==> src/rtl/count_ones_seq.sv <==
// Sequential population counter: accepts a word over valid/ready, counts ones (or zeros)
// a chunk of BITS_PER_CYCLE bits per cycle, stops early, and holds the result until taken.
module count_ones_seq #(
  parameter int WORD_SIZE      = 8,
  parameter int BITS_PER_CYCLE = 1,
  parameter int COUNT_SIZE     = $clog2(WORD_SIZE + 1)
) (
  input  logic                  clk,
  input  logic                  reset,
  input  logic [WORD_SIZE-1:0]  data,
  input  logic                  mode,
  input  logic                  in_valid,
  output logic                  in_ready,
  output logic                  start,
  output logic                  busy,
  output logic [COUNT_SIZE-1:0] bit_count,
  output logic                  out_valid,
  input  logic                  out_ready
);

  typedef enum logic [1:0] {
    IDLE  = 2'd0,
    SHIFT = 2'd1,
    DONE  = 2'd2
  } state_t;

  state_t                state, state_next;
  logic [WORD_SIZE-1:0]  temp;
  logic [WORD_SIZE-1:0]  captured;
  logic [WORD_SIZE-1:0]  temp_shifted;
  logic [COUNT_SIZE-1:0] chunk_ones;
  logic                  first_shift;
  logic                  out_valid_q;

  // Zero counting works on the inverted word, so early termination serves both modes.
  assign captured     = mode ? ~data : data;
  assign temp_shifted = temp >> BITS_PER_CYCLE;

  always_comb begin
    chunk_ones = '0;
    for (int i = 0; i < BITS_PER_CYCLE; i++) begin
      chunk_ones = chunk_ones + COUNT_SIZE'(temp[i]);
    end
  end

  always_ff @(posedge clk) begin
    if (reset) begin
      state <= IDLE;
    end else begin
      state <= state_next;
    end
  end

  always_comb begin
    state_next = state;
    in_ready   = 1'b0;
    busy       = 1'b0;
    start      = 1'b0;
    unique case (state)
      IDLE: begin
        in_ready = 1'b1;
        if (in_valid) begin
          state_next = (captured == '0) ? DONE : SHIFT;
        end
      end
      SHIFT: begin
        busy  = 1'b1;
        start = first_shift;
        if (temp_shifted == '0) begin
          state_next = DONE;
        end
      end
      DONE: begin
        if (out_valid_q && out_ready) begin
          state_next = IDLE;
        end
      end
      default: state_next = IDLE;
    endcase
  end

  // out_valid is registered, so it rises one cycle after DONE is entered.
  always_ff @(posedge clk) begin
    if (reset) begin
      temp        <= '0;
      bit_count   <= '0;
      first_shift <= 1'b0;
      out_valid_q <= 1'b0;
    end else begin
      unique case (state)
        IDLE: begin
          if (in_valid) begin
            temp        <= captured;
            bit_count   <= '0;
            first_shift <= (captured != '0);
          end
        end
        SHIFT: begin
          bit_count   <= bit_count + chunk_ones;
          temp        <= temp_shifted;
          first_shift <= 1'b0;
        end
        DONE: begin
          if (!out_valid_q) begin
            out_valid_q <= 1'b1;
          end else if (out_ready) begin
            out_valid_q <= 1'b0;
          end
        end
        default: begin
          out_valid_q <= 1'b0;
        end
      endcase
    end
  end

  assign out_valid = out_valid_q;

endmodule

==> config.mk <==
export PLATFORM = sky130hd
export DESIGN_NAME = count_ones_seq
export DESIGN_NICKNAME = d
export VERILOG_FILES = /design/src/rtl/count_ones_seq.sv
export SDC_FILE = /design/constraint.sdc
export NUM_CORES = 1
export LEC_CHECK = 0
export CORE_ASPECT_RATIO = 1.2
export CORE_MARGIN = 10
export CORE_UTILIZATION = 31
export DETAILED_ROUTE_END_ITERATION = 8
export PLACE_DENSITY = 0.57
export SLEW_MARGIN = 20
export SYNTH_ARGS = -nofsm -noshare
export SYNTH_HDL_FRONTEND = slang
export SYNTH_SLANG_ARGS = --single-unit
==> constraint.sdc <==
create_clock -name clk -period 3.9 [get_ports clk]
set_clock_uncertainty 0.15 [all_clocks]
set_input_delay 0.78 -clock clk [delete_from_list [all_inputs] [get_ports clk]]
set_output_delay 0.78 -clock clk [all_outputs]
set_load 0.02 [all_outputs]
==> results of run 1 <==
==> power groups by stage <==
stage               Combinational, mW  Clock [mW]  Sequential [mW]
finish                          0.143      0.0859            0.206
global route                    0.160      0.0982            0.210
CTS                             0.145      0.0902            0.205
detailed placement              0.145           0            0.209
global placement                0.144           0            0.209
floorplan                       0.102           0            0.198
==> cell families (layout without fill, tap and decap cells) <==
logic type | Yosys count | after routing | share of synthesized area, %
adders and majority gates | 2 | 2 | 2.86
DFF | 16 | 16 | 36.7
muxes | 2 | 2 | 2.29
and+or+nand+nor | 35 | 35 | 20.5
xor gates and xnor gates | 8 | 8 | 8.02
AOI/OAI and AO/OA | 31 | 31 | 25.2
buffers and inverters | 8 | 26 | 4.44
==> state kept, by name, summed over array words and instances, names as in the netlist <==
signal / count
bit_count: 4
first_shift: 1
state: 2
temp: 8
out_valid: 1
==> path summary, 6_finish.rpt <==
check / start / endpoint / cells after the start
setup / recovery: state[0] / start / 4
hold / removal: bit_count[3] / bit_count[3] / 1
hold reg to reg: bit_count[3] / bit_count[3] / 1
setup reg to reg: state[0] / bit_count[2] / 3
==> cell usage after synthesis, drive strengths merged (2+ instances only) <==
master,count
xor2,8
dfxtp,16
nand2,4
nor4,2
nand4,2
nor2,15
a211oi,2
clkbuf,3
a22oi,9
a21oi,4
inv,3
nor2b,5
or4,2
o21ai,5
mux2i,2
a22o,4
ha,2
buf,2
==> through the flow <==
step	instances	cell area [sq um]	hold WS, ps	power [mW]	setup slack [ps]
after global routing	154	1110	378	0.467	768
after CTS	154	1110	357	0.441	909
after detailed placement	151	1090	335	0.354	1050
after floorplan	102	873	299	0.300	1900
after global placement	151	1090	315	0.353	1100
final	154	1110	353	0.435	929
==> cell usage in the layout (no fill, tap or decap), drive strengths merged, types with 2 or more instances in the layout <==
cell,instances
clkdlybuf4s50,20
dfxtp,16
nor2,15
a22oi,9
xor2,8
nor2b,5
o21ai,5
nand2,4
a21oi,4
a22o,4
inv,3
clkbuf,3
or4,2
nand4,2
mux2i,2
a211oi,2
ha,2
nor4,2
==> routing by layer <==
layer	vias to the layer above	track usage, %
li1	409	-
met1	374	9.16
met2	23	14.6
met3	2	2.27
met4	0	4.84
met5	-	0
==> cell type report <==
class | instances | area share, %
tap | 34 | 3.83
inverter | 3 | 1.01
sequential | 16 | 28.8
multi-input combinational | 78 | 46.3
timing repair buffer | 20 | 18.0
clock buffer | 3 | 2.03
==> worst register-to-register path: cells and delay by family, from the launching register on <==
kind               cells  cell delay [ps]
AOI/OAI and AO/OA      3             1010
DFF                    1              470
==> summary.md, run 1 <==
- number of port buffers: 20
- final weighted congestion in routability-driven placement: 0.765
- crit-path leading delay family: buffers and inverters
- count of filler cells inserted in the layout: 299
- power density normalized to cell area: 391 nW/um^2
- run status: completed
- cell leakage power: 0.422 nW
- average wire per standard cell: 14.0 microns
- post-route minimum period: 2970 ps
- Post-Route Setup TNS: 0 ps
- count of endpoints failing setup in the final report: 0
- via count of the first global-routing pass: 839
- number of pins exceeding their max-slew limit in the final report: 0
- wire length on met2: 1.07 mm
- boundary pin count: 21
- width of the die: 68.5 microns
- die area: 5350 sq um
- internal power: 0.285 mW
- pin count of the biggest net entering global routing: 17
- hold crit path type: flop to flop
- CTS tree: done
- most used flip-flop cell after synthesis: sky130_fd_sc_hd__dfxtp_1
- Clk pwr share: 19.8%
- TritonCTS buffer count: 3
- fin nets: 137
- critical path cell sequence: nand2b_1, inv_1, and2_1, clkdlybuf4s50_1
- combined area of all synthesized cells: 873 sq um
- CTS Hold Buffers Added: 0
- Util after Layout: 40.3%
- total number of yosys warnings: 0
- share of flip-flops with an asynchronous set or reset after synthesis: 0%
- DRC violation count after routing: 0
- kind of launch point of the worst setup path: flop
- antenna violation net count after detailed routing: 0
- multi-input gate area in the final layout: 514 sq um
- power spent charging and discharging nets: 0.150 mW
- starting density of the core: 31.7%
- final wirelength: 2.15 mm
- footprint of the flip-flops and latches: 320 sq um
- combinational share of power: 33.0%
- Synth Instances: 102
- Clk pin slew, worst setup/hold paths: 90 ps
- Avg Vias per Cell: 5.25
- Clock Latency Late Sink: 280 ps
- part of the power in registers: 47.3%
- HPWL after detailed placement: 1.73 mm
- post-synth cell types: 32
- Sw Share: 34.4%
- setup repair after global routing missed its margin: false
- slew of the pin with the lowest slew margin: 750 ps
- synthesized area per cell: 8.56 sq um
- level count of the clock H-tree: 1
- routed length on met1: 923 microns
- endpoint kind of the worst setup timing path: output pin
- initial antenna violation count: 0
- Synth area leader: sky130_fd_sc_hd__dfxtp_1
- layout overhead on the synthesized area: 27.2%
- core region area: 2760 sq um
- number of standard-cell rows in the floorplan: 21
- total of flip-flops plus latches after synthesis: 16
- number of synthesized flops with an enable pin: 0
- postcts setup bufs: 0
- post-synthesis sequential area ratio: 36.7%
- leading post-synthesis cells by cell area: sky130_fd_sc_hd__dfxtp_1 (37%), sky130_fd_sc_hd__xor2_1 (8.0%), sky130_fd_sc_hd__a22oi_1 (7.7%)
- diode insertion count for antenna repair: 0
- total routing resource utilization after global routing: 8.61%
- Max-Cap Viols: 0
- cell with the largest stage delay on the worst path: sky130_fd_sc_hd__dfxtp_1
- # resized after CTS: 0
- DR WL met3: 114 microns
- highest metal layer used by the detailed router: met4
- highest ir drop seen on vdd: 0.255 mV
- fraction of final layout cells with drive strength greater than 1: 3.33%
- post-synth net total: 117
- remaining max-slew budget at the tightest pin: 49.9%
- clock root buffer: sky130_fd_sc_hd__clkbuf_4
- first-pass GRT wire length: 3.68 mm
- sinks on the clock net: 16
- achievable clock frequency: 0.337 GHz
- register-to-register path setup slack: 2190 ps
- Clock Tree Buf Depth: 2
- Worst Path Arrival: 2040 ps
- Pre-Repair DR Iteration Count: 6
- Overflow after GRT: 0
- worst path required time: 2970 ps
- Worst Path Max Fanout: 15
- initial detailed-routing violation count: 24
- Vias: 808
- highest cell delay on the worst timing path: 640 ps
- y dimension of the die: 78.1 microns
- Critical Setup Path Class: flop to output pin
- critical path buffer and inverter count: 2
- final clock period utilization by the worst path: 76.2%
- area fraction of the dominant cell type after synthesis: 36.7%
- Fin. Hold Viols: 0
Power figures use the tool's default switching activity.
==> run 2: changes to the inputs <==
--- a/config.mk
+++ b/config.mk
@@ -9,7 +9,7 @@
 export CORE_MARGIN = 10
 export CORE_UTILIZATION = 31
 export DETAILED_ROUTE_END_ITERATION = 8
-export PLACE_DENSITY = 0.57
+export PLACE_DENSITY = 0.59
 export SLEW_MARGIN = 20
 export SYNTH_ARGS = -nofsm -noshare
 export SYNTH_HDL_FRONTEND = slang
==> constraint.sdc (replaced) <==
create_clock -name clk -period 2.6 [get_ports clk]
set_clock_uncertainty 0.15 [all_clocks]
set_input_delay 0.52 -clock clk [delete_from_list [all_inputs] [get_ports clk]]
set_output_delay 0.52 -clock clk [all_outputs]
set_load 0.02 [all_outputs]
==> run 2 against run 1 <==
  * Count of clock-buffer cells in the layout increased by 1
  * Register-to-register slack got worse by 1100 ps
  * First-iteration DRC count increased by 8.3%
  * Sequential share of layout area decreased by 1.1 points
  * Sequential power increased by 41%
==> summary.md, run 2 (synthesized netlist as in run 1, its figures left out) <==
- run status: completed
- Overflow after GRT: 0
- sinks on the clock net: 16
- setup repair after global routing missed its margin: false
- startpoint of the worst setup timing path: state[1]
- core region area: 2760 sq um
- width of the die: 68.5 microns
- Largest register FFs: 8
- count of endpoints failing setup in the final report: 0
- boundary pin count: 21
- y dimension of the die: 78.1 microns
- multi-input gate area in the final layout: 514 sq um
- combinational share of power: 35.5%
- first-pass GRT wire length: 3.51 mm
- starting density of the core: 31.7%
- register-to-register path setup slack: 1100 ps
- initial antenna violation count: 0
- pin count of the biggest net entering global routing: 17
- # resized after CTS: 0
- kind of launch point of the worst setup path: flop
- endpoint of the most critical setup path: start
- highest cell delay on the worst timing path: 600 ps
- die area: 5350 sq um
- footprint of the flip-flops and latches: 320 sq um
- count of filler cells inserted in the layout: 290
- worst path required time: 1930 ps
- Critical Setup Path Class: flop to output pin
- layout overhead on the synthesized area: 32.2%
- cells on worst reg2reg path: 5
- highest ir drop seen on vdd: 0.293 mV
- achievable clock frequency: 0.416 GHz
- Clk pin slew, worst setup/hold paths: 100 ps
- Total Power Consumption: 0.701 mW
- via count of the first global-routing pass: 785
- Sw Share: 32.7%
- HPWL after detailed placement: 1.66 mm
- Post-Route Setup TNS: 0 ps
- final weighted congestion in routability-driven placement: 0.745
- part of the power in registers: 41.4%
- number of pins exceeding their max-slew limit in the final report: 0
- final clock period utilization by the worst path: 92.4%
- Worst Path Arrival: 1730 ps
- endpoint kind of the worst setup timing path: output pin
- number of standard-cell rows in the floorplan: 21
- commonest non-fill, non-tap cell in the layout: sky130_fd_sc_hd__clkdlybuf4s50_1
- Clock Tree Buf Depth: 2
- Max-Cap Viols: 0
- leading cell types in the layout, fill and taps excluded: sky130_fd_sc_hd__clkdlybuf4s50_1 (20), sky130_fd_sc_hd__dfxtp_1 (16), sky130_fd_sc_hd__nor2_1 (15), sky130_fd_sc_hd__a22oi_1 (9), sky130_fd_sc_hd__xor2_1 (8)
- antenna violation net count after detailed routing: 0
- TritonCTS buffer count: 3
- average wire per standard cell: 13.0 microns
- fin nets: 141
- diode insertion count for antenna repair: 0
- post-route minimum period: 2400 ps
- slew of the pin with the lowest slew margin: 595 ps
- registers with the most flip-flops: temp: 8 flops, bit_count: 4 flops, state: 2 flops
- Clk pwr share: 23.1%
- depth of the worst hold-timing path: 1
- critical path buffer and inverter count: 2
- Reg-to-Reg End: temp[4]
- Vias: 799
- initial detailed-routing violation count: 26
- power density normalized to cell area: 607 nW/um^2
- fraction of final layout cells with drive strength greater than 1: 7.20%
- hold crit path type: flop to flop
- number of stages on the worst setup path: 4
- Avg Vias per Cell: 5.03
- cell with the largest stage delay on the worst path: sky130_fd_sc_hd__clkdlybuf4s50_1
- Worst Path Max Fanout: 6
- start of the worst register-to-register path: state[0]
- number of port buffers: 20
- total routing resource utilization after global routing: 8.11%
- remaining max-slew budget at the tightest pin: 60.2%
- Fin. Hold Viols: 0
- power spent charging and discharging nets: 0.229 mW
- critical path cell sequence: nand2b_1, inv_1, and2_1, clkdlybuf4s50_1
- Clock Latency Late Sink: 280 ps
- internal power: 0.472 mW
- cell leakage power: 0.449 nW
- clock root buffer: sky130_fd_sc_hd__clkbuf_4
- register bank with the most flops: temp
- CTS Hold Buffers Added: 0
- CTS tree: done
- DRC violation count after routing: 0
- level count of the clock H-tree: 1
- final wirelength: 2.07 mm
- Pre-Repair DR Iteration Count: 4
- postcts setup bufs: 0
- crit-path leading delay family: buffers and inverters
run 2: changes by cell type in the layout (fill, tap and decap cells not counted):
cell	before	now
sky130_fd_sc_hd__clkbuf_8	0	1
sky130_fd_sc_hd__buf_4	0	4
run 2: power by group through the flow:
stage | clock network, mW | logic [mW] | registers, mW
2_1_floorplan | 0 | 0.153 | 0.297
3_3_place_gp | 0 | 0.248 | 0.296
3_5_place_dp | 0 | 0.250 | 0.296
4_1_cts | 0.168 | 0.250 | 0.291
5_1_grt | 0.179 | 0.276 | 0.294
6_report | 0.162 | 0.249 | 0.290
run 2: layer usage:
| metal | vias to the layer above | global-route usage [%] | share of wire [%] |
|---|---|---|---|
| met5 | - | 0 | 0 |
| met4 | 0 | 4.23 | 2.0 |
| met3 | 4 | 1.70 | 5.7 |
| met2 | 19 | 12.5 | 45 |
| met1 | 355 | 10.1 | 47 |
| li1 | 421 | - | - |
run 2: cell type report:
type / count / area share, %
timing repair buffer: 24 / 19.9
inverter: 3 / 0.975
tap: 34 / 3.68
clock buffer: 4 / 3.14
multi-input combinational: 78 / 44.5
sequential: 16 / 27.7
run 2: metrics by stage:
stage                     utilization [%]  cells  worst slack [ps]  cell area, sq um  hold WS (ps)
final                                41.9    159               196              1150           322
after detailed placement             40.5    155               242              1120           315
after floorplan                         -    102               856               873           299
after global routing                 41.9    159              81.8              1150           368
after CTS                            41.9    159               159              1150           330
after global placement               40.5    155               307              1120           312
run 2: worst min-delay path by stage:
stage                       startpoint            to
after floorplan            first_shift   first_shift
after global placement    bit_count[3]  bit_count[3]
after detailed placement  bit_count[3]  bit_count[3]
after CTS                 bit_count[3]  bit_count[3]
after global routing       first_shift   first_shift
final                     bit_count[3]  bit_count[3]
